## config.mk

```make
export PLATFORM = sky130hd
export DESIGN_NAME = icache_ctrl_flat
export DESIGN_NICKNAME = d
export VERILOG_FILES = /design/src/rtl/icache_ctrl_if.sv /design/src/rtl/icache_ctrl.sv /design/src/flat_wrapper.sv
export SDC_FILE = /design/constraint.sdc
export NUM_CORES = 1
export LEC_CHECK = 0
export BUFFER_PORTS_ARGS = -buffer_cell sky130_fd_sc_hd__buf_2
export CORE_AREA = 2 2 216 218
export CTS_CLUSTER_SIZE = 10
export DETAILED_ROUTE_END_ITERATION = 6
export DIE_AREA = 0 0 218 220
export GPL_TIMING_DRIVEN = 0
export SYNTH_ARGS = -nofsm -noshare
export SYNTH_HDL_FRONTEND = slang
export SYNTH_SLANG_ARGS = --single-unit
```

## constraint.sdc

```tcl
create_clock -name clock -period 3.9 [get_ports clock]
set_input_delay 0 -clock clock [delete_from_list [all_inputs] [get_ports clock]]
set_output_delay 0 -clock clock [all_outputs]
set_load 0.005 [all_outputs]
```

## src/rtl/icache_ctrl_if.sv

```systemverilog
// Fetch, cache-memory and memory-bus signals of the instruction-cache miss controller.
// The controller takes the master side; the fetch stage, cache memory and bus arbiter form the slave side.
interface icache_ctrl_if;
    logic [2:0]       fetch_valid;
    logic [2:0][31:0] fetch_addr;
    logic             flush;

    logic [2:0][63:0] icache_cachemem_data;
    logic [2:0]       icache_cachemem_valid;

    logic [3:0]       mem2proc_response;
    logic [3:0]       mem2proc_tag;
    logic [63:0]      mem2proc_data;

    logic [2:0][4:0]  icache_read_index;
    logic [2:0][7:0]  icache_read_tag;
    logic             icache_data_write_enable;
    logic [4:0]       icache_write_index;
    logic [7:0]       icache_write_tag;

    logic [1:0]       proc2mem_command;
    logic [31:0]      proc2mem_addr;

    logic [2:0][31:0] fetch_inst;
    logic [2:0]       fetch_hit;
    logic             mshr_full;

    modport master (
        input  fetch_valid, fetch_addr, flush,
        input  icache_cachemem_data, icache_cachemem_valid,
        input  mem2proc_response, mem2proc_tag, mem2proc_data,
        output icache_read_index, icache_read_tag,
        output icache_data_write_enable, icache_write_index, icache_write_tag,
        output proc2mem_command, proc2mem_addr,
        output fetch_inst, fetch_hit, mshr_full
    );

    modport slave (
        output fetch_valid, fetch_addr, flush,
        output icache_cachemem_data, icache_cachemem_valid,
        output mem2proc_response, mem2proc_tag, mem2proc_data,
        input  icache_read_index, icache_read_tag,
        input  icache_data_write_enable, icache_write_index, icache_write_tag,
        input  proc2mem_command, proc2mem_addr,
        input  fetch_inst, fetch_hit, mshr_full
    );
endinterface

```

## src/rtl/icache_ctrl.sv

```systemverilog
// Three-lane I-cache lookup plus miss controller tracking outstanding BUS_LOADs by memory tag.
// Latency: hits and miss requests are combinational; a fill writes at its edge, hitting the next cycle.
// Backpressure: a rejected request (response 0) is re-evaluated each cycle; no issue while MSHRs are full.
module icache_ctrl #(
    parameter int NUM_MSHR = 4
) (
    input  logic          clock,
    input  logic          reset,
    icache_ctrl_if.master io
);

    typedef struct packed {
        logic        valid;
        logic [3:0]  mem_tag;
        logic [12:0] line;
    } mshr_t;

    typedef enum logic [1:0] {
        BUS_NONE = 2'd0,
        BUS_LOAD = 2'd1
    } bus_cmd_e;

    mshr_t mshr_q [NUM_MSHR];

    logic [2:0][12:0]    lane_line;
    logic [2:0]          lane_hit;
    logic [2:0]          lane_busy;

    logic [NUM_MSHR-1:0] fill_oh;
    logic [NUM_MSHR-1:0] free_oh;
    logic                fill_vld;
    logic [12:0]         fill_line;
    logic                free_vld;
    logic                all_vld;

    logic                cand_vld;
    logic [12:0]         cand_line;
    logic                issue_vld;
    logic                alloc_vld;

    always_comb begin
        for (int i = 0; i < 3; i++) begin
            lane_line[i]            = io.fetch_addr[i][15:3];
            io.icache_read_index[i] = io.fetch_addr[i][7:3];
            io.icache_read_tag[i]   = io.fetch_addr[i][15:8];
            lane_hit[i]             = io.fetch_valid[i] & io.icache_cachemem_valid[i];
            io.fetch_inst[i]        = io.fetch_addr[i][2] ? io.icache_cachemem_data[i][63:32]
                                                          : io.icache_cachemem_data[i][31:0];
        end
        io.fetch_hit = lane_hit;
    end

    // Fill match and free-entry search; a filling entry stays valid, so it is never free this cycle.
    always_comb begin
        fill_vld  = 1'b0;
        fill_oh   = '0;
        fill_line = '0;
        free_vld  = 1'b0;
        free_oh   = '0;
        all_vld   = 1'b1;
        for (int e = 0; e < NUM_MSHR; e++) begin
            all_vld = all_vld & mshr_q[e].valid;
            if (!fill_vld && mshr_q[e].valid && (io.mem2proc_tag != 4'd0) &&
                (mshr_q[e].mem_tag == io.mem2proc_tag)) begin
                fill_vld   = 1'b1;
                fill_oh[e] = 1'b1;
                fill_line  = mshr_q[e].line;
            end
            if (!free_vld && !mshr_q[e].valid) begin
                free_vld   = 1'b1;
                free_oh[e] = 1'b1;
            end
        end
    end

    always_comb begin
        lane_busy = '0;
        for (int i = 0; i < 3; i++) begin
            for (int e = 0; e < NUM_MSHR; e++) begin
                if (mshr_q[e].valid && (mshr_q[e].line == lane_line[i])) begin
                    lane_busy[i] = 1'b1;
                end
            end
        end
    end

    // Lowest missing lane whose line is not already in flight; same-line lanes collapse naturally.
    always_comb begin
        cand_vld  = 1'b0;
        cand_line = '0;
        for (int i = 0; i < 3; i++) begin
            if (!cand_vld && io.fetch_valid[i] && !lane_hit[i] && !lane_busy[i]) begin
                cand_vld  = 1'b1;
                cand_line = lane_line[i];
            end
        end
    end

    always_comb begin
        issue_vld = cand_vld & ~io.flush & reset & free_vld;
        alloc_vld = issue_vld & (io.mem2proc_response != 4'd0);

        io.proc2mem_command = issue_vld ? BUS_LOAD : BUS_NONE;
        io.proc2mem_addr    = issue_vld ? {16'b0, cand_line, 3'b0} : 32'd0;

        io.icache_data_write_enable = reset & fill_vld;
        io.icache_write_index       = io.icache_data_write_enable ? fill_line[4:0]  : 5'd0;
        io.icache_write_tag         = io.icache_data_write_enable ? fill_line[12:5] : 8'd0;

        io.mshr_full = reset & all_vld;
    end

    always_ff @(posedge clock) begin
        if (!reset) begin
            for (int e = 0; e < NUM_MSHR; e++) begin
                mshr_q[e] <= '0;
            end
        end else begin
            for (int e = 0; e < NUM_MSHR; e++) begin
                if (fill_oh[e]) begin
                    mshr_q[e].valid <= 1'b0;
                end
                if (alloc_vld && free_oh[e]) begin
                    mshr_q[e] <= '{valid: 1'b1, mem_tag: io.mem2proc_response, line: cand_line};
                end
            end
        end
    end

endmodule

```

## src/flat_wrapper.sv

```systemverilog
// flat-port wrapper written by rule: the top's interface ports become plain ports
module icache_ctrl_flat 
#(
    parameter int NUM_MSHR = 4
)
  (clock, reset, io_fetch_valid, io_fetch_addr, io_flush, io_icache_cachemem_data, io_icache_cachemem_valid, io_mem2proc_response, io_mem2proc_tag, io_mem2proc_data, io_icache_read_index, io_icache_read_tag, io_icache_data_write_enable, io_icache_write_index, io_icache_write_tag, io_proc2mem_command, io_proc2mem_addr, io_fetch_inst, io_fetch_hit, io_mshr_full);
  icache_ctrl_if io_i ();
  input  logic clock;
  input  logic reset;
  input wire logic [$bits(io_i.fetch_valid)-1:0] io_fetch_valid;
  input wire logic [$bits(io_i.fetch_addr)-1:0] io_fetch_addr;
  input wire logic [$bits(io_i.flush)-1:0] io_flush;
  input wire logic [$bits(io_i.icache_cachemem_data)-1:0] io_icache_cachemem_data;
  input wire logic [$bits(io_i.icache_cachemem_valid)-1:0] io_icache_cachemem_valid;
  input wire logic [$bits(io_i.mem2proc_response)-1:0] io_mem2proc_response;
  input wire logic [$bits(io_i.mem2proc_tag)-1:0] io_mem2proc_tag;
  input wire logic [$bits(io_i.mem2proc_data)-1:0] io_mem2proc_data;
  output wire logic [$bits(io_i.icache_read_index)-1:0] io_icache_read_index;
  output wire logic [$bits(io_i.icache_read_tag)-1:0] io_icache_read_tag;
  output wire logic [$bits(io_i.icache_data_write_enable)-1:0] io_icache_data_write_enable;
  output wire logic [$bits(io_i.icache_write_index)-1:0] io_icache_write_index;
  output wire logic [$bits(io_i.icache_write_tag)-1:0] io_icache_write_tag;
  output wire logic [$bits(io_i.proc2mem_command)-1:0] io_proc2mem_command;
  output wire logic [$bits(io_i.proc2mem_addr)-1:0] io_proc2mem_addr;
  output wire logic [$bits(io_i.fetch_inst)-1:0] io_fetch_inst;
  output wire logic [$bits(io_i.fetch_hit)-1:0] io_fetch_hit;
  output wire logic [$bits(io_i.mshr_full)-1:0] io_mshr_full;
  assign io_i.fetch_valid = io_fetch_valid;
  assign io_i.fetch_addr = io_fetch_addr;
  assign io_i.flush = io_flush;
  assign io_i.icache_cachemem_data = io_icache_cachemem_data;
  assign io_i.icache_cachemem_valid = io_icache_cachemem_valid;
  assign io_i.mem2proc_response = io_mem2proc_response;
  assign io_i.mem2proc_tag = io_mem2proc_tag;
  assign io_i.mem2proc_data = io_mem2proc_data;
  assign io_icache_read_index = io_i.icache_read_index;
  assign io_icache_read_tag = io_i.icache_read_tag;
  assign io_icache_data_write_enable = io_i.icache_data_write_enable;
  assign io_icache_write_index = io_i.icache_write_index;
  assign io_icache_write_tag = io_i.icache_write_tag;
  assign io_proc2mem_command = io_i.proc2mem_command;
  assign io_proc2mem_addr = io_i.proc2mem_addr;
  assign io_fetch_inst = io_i.fetch_inst;
  assign io_fetch_hit = io_i.fetch_hit;
  assign io_mshr_full = io_i.mshr_full;
  icache_ctrl #(.NUM_MSHR(NUM_MSHR)) u_core (.clock(clock), .reset(reset), .io(io_i));
endmodule
```

**After elaboration in Yosys (flattened, before gate mapping)**

Memory sizes are Yosys's and may differ from the RTL's.
Index checks and enable logic that the tools add are counted.
Widths: inputs -> output; s select.

- Mux-type cells: 80
- Reductions and logical operators: 56
- Equal/unequal tests: 16
- Bitwise logic cells: 25

Operator list:

| cell | count |
|---|---|
| $eq 13x13->1 | 12 |
| $mux 32 | 3 |
| $mux 13 | 7 |
| $mux 17 | 4 |
| $mux 1 | 63 |
| $logic_and 1x1->1 | 38 |
| $eq 4x4->1 | 4 |
| $logic_not 1->1 | 16 |
| $mux 16 | 1 |
| $and 1x1->1 | 12 |
| $or 1x1->1 | 12 |
| $mux 8 | 1 |
| $reduce_bool 4->1 | 2 |
| $mux 5 | 1 |
| $not 1->1 | 1 |

- Memory bits (writable): 72
- Memories: 1
- Flip-flop bits (word level): 0

Memory list:

| name | depth | width | rd ports | clocked after memory_dff | write ports | line | text |
|---|---|---|---|---|---|---|---|
| u_core.mshr_q | 4 | 18 | 4 | 0 | 4 | icache_ctrl.sv:23 | `mshr_t mshr_q [NUM_MSHR];` |

**Longest topological paths before layout**

Gate-level depths: netlist of run 1.
An unclocked memory read counts as a cell.

- Word-level depth: 29
- Gate-level depth with buffers: 12
- Mapped depth without buffers: 7

**Worst setup path after synthesis of run 1**

Ideal clock, no wire load.

- Kind: reg-to-reg
- Start point: mem u_core.mshr_q[0][19] (netlist name)
- End point: mem u_core.mshr_q[0][36] (netlist name), enable pin
- Slack: 1,302 ps
- Stages on the path, launching flop included: 10
- Setup time: 371 ps
- Buffers on the path: 2
- Arrival: 2,227 ps
- Data required time: 3,529 ps
- Period minus slack after synthesis: 2,598 ps
- Cells stage by stage: edfxtp_1 > xnor2_1 > nand4_1 > or4_1 > buf_2 > nand2_1 > nor2_1 > o31ai_1 > buf_2 > nand2_1

RTL lines:

| item | line |
|---|---|
| start: declaration | icache_ctrl.sv:23 |

==> results.yml, run 1 <==
outcome:
  status: "completed"
clocking:
  clock_tree.buffer_depth: 2
  insertion_delay_ps: 350
  cts.clk_slew.worst_paths_ps: 60
  numCtsBuffers: 9
  hold_buffers: 0
  cts_tree: "done"
  clock-sinks: 72
  htree_num_levels: 3
  ctsResizeCount: 0
  cts_root_buf: "clkbuf_16"
  cts_setup_buffers: 0
floorplan:
  die_width_um: 218
  core_area_um2: 45900
  dieArea_um2: 48000
  fp.dieH_um: 220
  start_util_pct: 16.5
  io_pins: 556
  row_count: 79
timing:
  hold_viol: 0
  min_period_over_period_pct: 96.1
  fmax_mhz: 267
  hold_slack_ps: 23.0
  finClkSkew_ps: 7.55
  setup-tns-final_ps: 0
  rsz0062_at_grt: "false"
  slew_viol_final: 0
  setup_viol: 0
  relSlewSlack_pct: 26.1
  tightest_slew_ps: 1110
  finalCriticalPeriod_ps: 3750
placed_design:
  gp_congestion: 0.992
  hpwl_mm: 36.5
  placed_cells: 1798
  port_buffers: 370
layout:
  syn2layout_area_growth_pct: 39.5
  n_fill_cell: 5048
  fin_cells: 1815
  drive_above_1_share_pct: 51.9
  largest_reg_flops: 72
  layout.nets: 1571
  top_regs: "u_core.mshr_q x72"
  top_register: "u_core.mshr_q"
route:
  vias: 7905
  ant_nets: 0
  via_per_inst: 4.36
  dr.pass1.iters: 5
  drtIter0Drc: 782
  wl_per_cell_um: 24.3
  finalWirelength_mm: 44.1
  drc: 0
setup_path:
  crit_arrival_ps: 3610
  ff2ff_setup_slack_ps: 150
  cp.required_ps: 3760
  start_kind: "flop"
  critPathMaxStageDelay_ps: 650
  slowest_stage: "nand2_1"
  critPathKind: "flop to flop"
  cp-end-kind: "flop"
  critPathMaxFanout: 17
  path_cells: "xnor2_1 -> nand4_1 -> or4_1 -> buf_2 -> nand2_1 -> nor2_1 -> o31ai_1 -> buf_2 -> nand2_1"
synth:
  ys_top_cells_by_count: "xnor2_1 (162), mux2_2 (96), a21oi_1 (73)"
  yosysUniqueCellTypes: 41
  ys_ff_latch: 72
  synth.avg_cell_area_um2: 9.44
  synth_area_um2: 7570
  yosysMostFrequentCell: "xnor2_1"
  synthArstFlopShare_pct: 0
  synth_edf_count: 72
  yosys_most_used_dff: "edfxtp_1"
  yosys.area.top_type: "edfxtp_1"
  synth.top_cell.area_share_pct: 28.6
  syn_inst: 802
  synth_area_leaders: "edfxtp_1 (29%), xnor2_1 (19%), mux2_2 (14%)"
  synth-seq-area-share_pct: 28.6
  yosys_warnings: 0
pwr:
  power.internal_mw: 1.80
  swShare_pct: 32.8
  pwr-share-comb_pct: 32.6
  clkPwrFrac_pct: 32.0
  p_switching_mw: 0.878
  p_per_area_nw_per_um2: 254
  ir_worst_vdd_mv: 0.207
  leakagePower_nw: 4.35
  power_frac_seq_pct: 35.5
global_routing:
  antenna_found_initial: 11
  first_global_vias: 7623
  grtUsageTotal_pct: 17.3
  grt_max_degree: 18
  grt_overflow: 0
  grt_pass1_wl_mm: 57.4
flow_run:
  maxCapViolations: 0
hold_path:
  hp-class: "input port to flop"
[cell type report]
| class | instances | area (µm²) | share of cell area [%] |
|---|---|---|---|
| inverter | 12 | 45.0 | 0.427 |
| multi-input combinational | 592 | 4560 | 43.2 |
| tap | 607 | 759 | 7.20 |
| buffer | 145 | 881 | 8.35 |
| clock buffer | 9 | 225 | 2.13 |
| antenna | 1 | 2.50 | 0.0237 |
| clock inverter | 7 | 68.8 | 0.652 |
| timing repair buffer | 370 | 1850 | 17.5 |
| sequential | 72 | 2160 | 20.5 |
[power groups by stage]
stage                     Sequential (mW)  Clock [mW]  Combinational, mW
after floorplan                     0.941           0              0.483
after global placement              0.965           0              0.869
after detailed placement            0.965           0              0.866
after CTS                           0.949       0.855              0.871
after global routing                0.953       0.886              0.929
final                               0.950       0.857              0.872
[worst max-delay path: cells and delay by family (launching register included)]
| kind | cells | cell delay [ps] |
|---|---|---|
| AND/OR/NAND/NOR | 5 | 1640 |
| XOR/XNOR | 1 | 390 |
| buffers and inverters | 2 | 480 |
| flip-flops | 1 | 490 |
| AO/OA/AOI/OAI | 1 | 250 |
[layer usage]
layer	global-route usage, %	share of wire, %	up-vias
met2	31.0	51	445
met1	19.9	38	3824
met4	6.85	3.8	0
met3	3.60	7.7	87
met5	0	0	-
li1	-	-	3549
[through the flow]
step | util [%] | worst slack, ps | area (µm²) | power [mW]
after floorplan | - | 1300 | 7640 | 1.42
after global placement | 22.3 | 34.6 | 10200 | 1.83
after detailed placement | 22.3 | 79.9 | 10200 | 1.83
after CTS | 23.0 | 63.2 | 10500 | 2.67
after global routing | 23.0 | 38.5 | 10600 | 2.77
final | 23.0 | 151 | 10600 | 2.68
[cells by family (layout without fill, tap and decap cells)]
kind of cell           after synthesis  after routing  synth area share, %
other                                1             21               0.0496
buffers and inverters              157            543                 12.2
multiplexers                       109            109                 16.0
AO/OA/AOI/OAI                      118            118                 9.59
flip-flops                          72             72                 28.6
AND/OR/NAND/NOR                    177            177                 14.1
XOR/XNOR                           168            168                 19.4
[final timing paths]
check / startpoint / end / cells past startpoint
min reg2reg: u_core.mshr_q[0][49] / u_core.mshr_q[0][53] / 3
min: io_mem2proc_response[0] / u_core.mshr_q[0][31] / 3
max: u_core.mshr_q[0][18] / u_core.mshr_q[0][9] / 9
max reg2reg: u_core.mshr_q[0][18] / u_core.mshr_q[0][9] / 9
[layout by cell type, fill, tap and decap left out, drive strengths merged, types with 2 or more instances in the layout]
cell type  count
xnor2        162
inv           14
a21oi         82
nor2b          2
mux2i         13
and2           4
o21ai         14
buf          500
clkbuf        24
edfxtp        72
nand2         35
nor4          14
or3            3
nand4         53
nor2          37
clkinv         3
conb          20
o31ai          4
a221o         13
xor2           6
mux2          96
nor3           7
nand3         15
(Power assumes the default switching activity.)
==> run 2, diff against run 1 <==
==> constraint.sdc (replaced) <==
create_clock -name clock -period 3.9 [get_ports clock]
set_input_delay 0 -clock clock [delete_from_list [all_inputs] [get_ports clock]]
set_output_delay 0 -clock clock [all_outputs]
set_load 0.05 [all_outputs]
==> run 2 against run 1 <==
Net effect:
- global-route usage stayed put
- highest routed layer unchanged
- clock power hardly changed
- die area stayed put
- combinational power is 47% higher
==> results.yml, run 2 (synthesis gave the netlist of run 1 again) <==
clocking:
  hold_buffers: 0
  numCtsBuffers: 9
  clock-sinks: 72
  cts_tree: "done"
  htree_num_levels: 3
  clock_tree.buffer_depth: 2
  insertion_delay_ps: 350
  cts_root_buf: "clkbuf_16"
  cts.clk_slew.worst_paths_ps: 60
timing:
  finalCriticalPeriod_ps: 3770
  setup_viol: 0
  min_period_over_period_pct: 96.8
  setup-tns-final_ps: 0
  finClkSkew_ps: 12.3
  slew_viol_final: 0
  fmax_mhz: 265
  hold_viol: 0
  rsz0062_at_grt: "false"
  tightest_slew_ps: 1050
  relSlewSlack_pct: 29.6
layout:
  syn2layout_area_growth_pct: 39.6
  n_fill_cell: 5045
  final_util_pct: 23.0
  drive_above_1_share_pct: 52.0
  largest_reg_flops: 72
  top_register: "u_core.mshr_q"
  fin_area_um2: 10600
  final_common_cell: "buf_2"
  most-common-layout-cells: "buf_2 (425), xnor2_1 (162), mux2_2 (96)"
  layout.nets: 1571
  top_regs: "u_core.mshr_q x72"
setup_path:
  rr_startpoint: "u_core.mshr_q[0][18]"
  reg2reg_depth: 9
  critPathMaxFanout: 10
  start_kind: "flop"
  ff2ff_setup_slack_ps: 140
  crit_arrival_ps: 3770
  r2r_end: "u_core.mshr_q[0][9]"
  critPathMaxStageDelay_ps: 710
  critPathKind: "flop to output port"
  critical_path.most_common_cell: "buf_2"
  cp.required_ps: 3900
  path_cells: "xnor2_1 -> nand4_1 -> nor4_1 -> nor3_1 -> nand4b_1 -> buf_4 -> buf_2 -> mux2i_1 -> a21oi_2 -> buf_2"
  slowest_stage: "mux2i_1"
  cp-end-kind: "output port"
global_routing:
  grt_max_degree: 18
  grtUsageTotal_pct: 17.3
  first_global_vias: 7623
  antenna_found_initial: 11
  grt_overflow: 0
  grt_pass1_wl_mm: 57.4
floorplan:
  fp.dieH_um: 220
  io_pins: 556
  dieArea_um2: 48000
  die_width_um: 218
  start_util_pct: 16.5
  core_area_um2: 45900
  row_count: 79
route:
  ant_nets: 0
  vias: 7879
  dr.pass1.iters: 5
  drc: 0
  finalWirelength_mm: 44.1
  wl_per_cell_um: 24.3
  via_per_inst: 4.34
  drtIter0Drc: 816
hold_path:
  hp-class: "input port to flop"
  hold-path-endpoint: "u_core.mshr_q[0][31]"
  min_from: "io_mem2proc_response[0]"
  min_path_cells: 3
placed_design:
  gp_congestion: 0.992
  hpwl_mm: 36.5
  place_area_um2: 10200
  port_buffers: 370
flow_run:
  maxCapViolations: 0
pwr:
  p_per_area_nw_per_um2: 292
  p_total_mw: 3.09
  leakagePower_nw: 4.35
  ir_worst_vdd_mv: 0.208
outcome:
  status: "completed"
## run 2: layout make-up
class	instances	area, µm²	share of cell area, %
diodes	1	2.50	0.0237
clock buffers	9	225	2.13
flip-flops and latches	72	2160	20.5
repair buffers	370	1850	17.5
clock inverters	7	68.8	0.652
well taps	607	759	7.19
multi-input cells	592	4570	43.2
plain buffers	145	881	8.34
inverters	12	45.0	0.426
## run 2: per-layer routing
metal | track usage (%) | up-vias | routed length [µm]
met4 | 6.85 | 0 | 1650
met2 | 31.0 | 438 | 22300
li1 | - | 3549 | -
met5 | 0 | - | 0
met3 | 3.60 | 87 | 3330
met1 | 19.9 | 3805 | 16800
## run 2: worst max-delay path by stage
stage,end,cells past startpoint,slack [ps],from
after CTS,u_core.mshr_q[0][58],7,60,u_core.mshr_q[0][64]
after global routing,io_proc2mem_addr[13],10,30,u_core.mshr_q[0][60]
after global placement,u_core.mshr_q[0][63],7,30,u_core.mshr_q[0][64]
final,io_proc2mem_addr[13],10,130,u_core.mshr_q[0][55]
after detailed placement,u_core.mshr_q[0][63],7,80,u_core.mshr_q[0][64]
after floorplan,io_proc2mem_addr[5],10,1190,u_core.mshr_q[0][19]
## run 2: worst max-delay path, delay by kind of cell (launching register included)
kind	cells	cell delay, ps
multiplexers	1	710
XOR/XNOR	1	260
buffers and inverters	3	940
flip-flops	1	520
AND/OR/NAND/NOR	4	880
AO/OA/AOI/OAI	1	110
## run 2: what timing repair did
item | in CTS | in global routing
endpoints found under the setup margin | 0 | 57
gates resized for setup | 0 | 5
setup buffers | 0 | 0
## run 2: where the power goes
group / switching, mW / internal (mW) / total [mW]
sequential: 0.0598 / 0.890 / 0.950
clock: 0.362 / 0.496 / 0.858
combinational: 0.860 / 0.418 / 1.28
## run 2: metrics by stage
stage | cells | hold WS (ps) | setup slack [ps]
6_report | 1815 | 25.4 | 126
2_1_floorplan | 821 | 167 | 1190
3_3_place_gp | 1798 | 303 | 34.6
3_5_place_dp | 1798 | 302 | 79.9
5_1_grt | 1815 | 56.6 | 34.8
4_1_cts | 1814 | 19.6 | 63.2
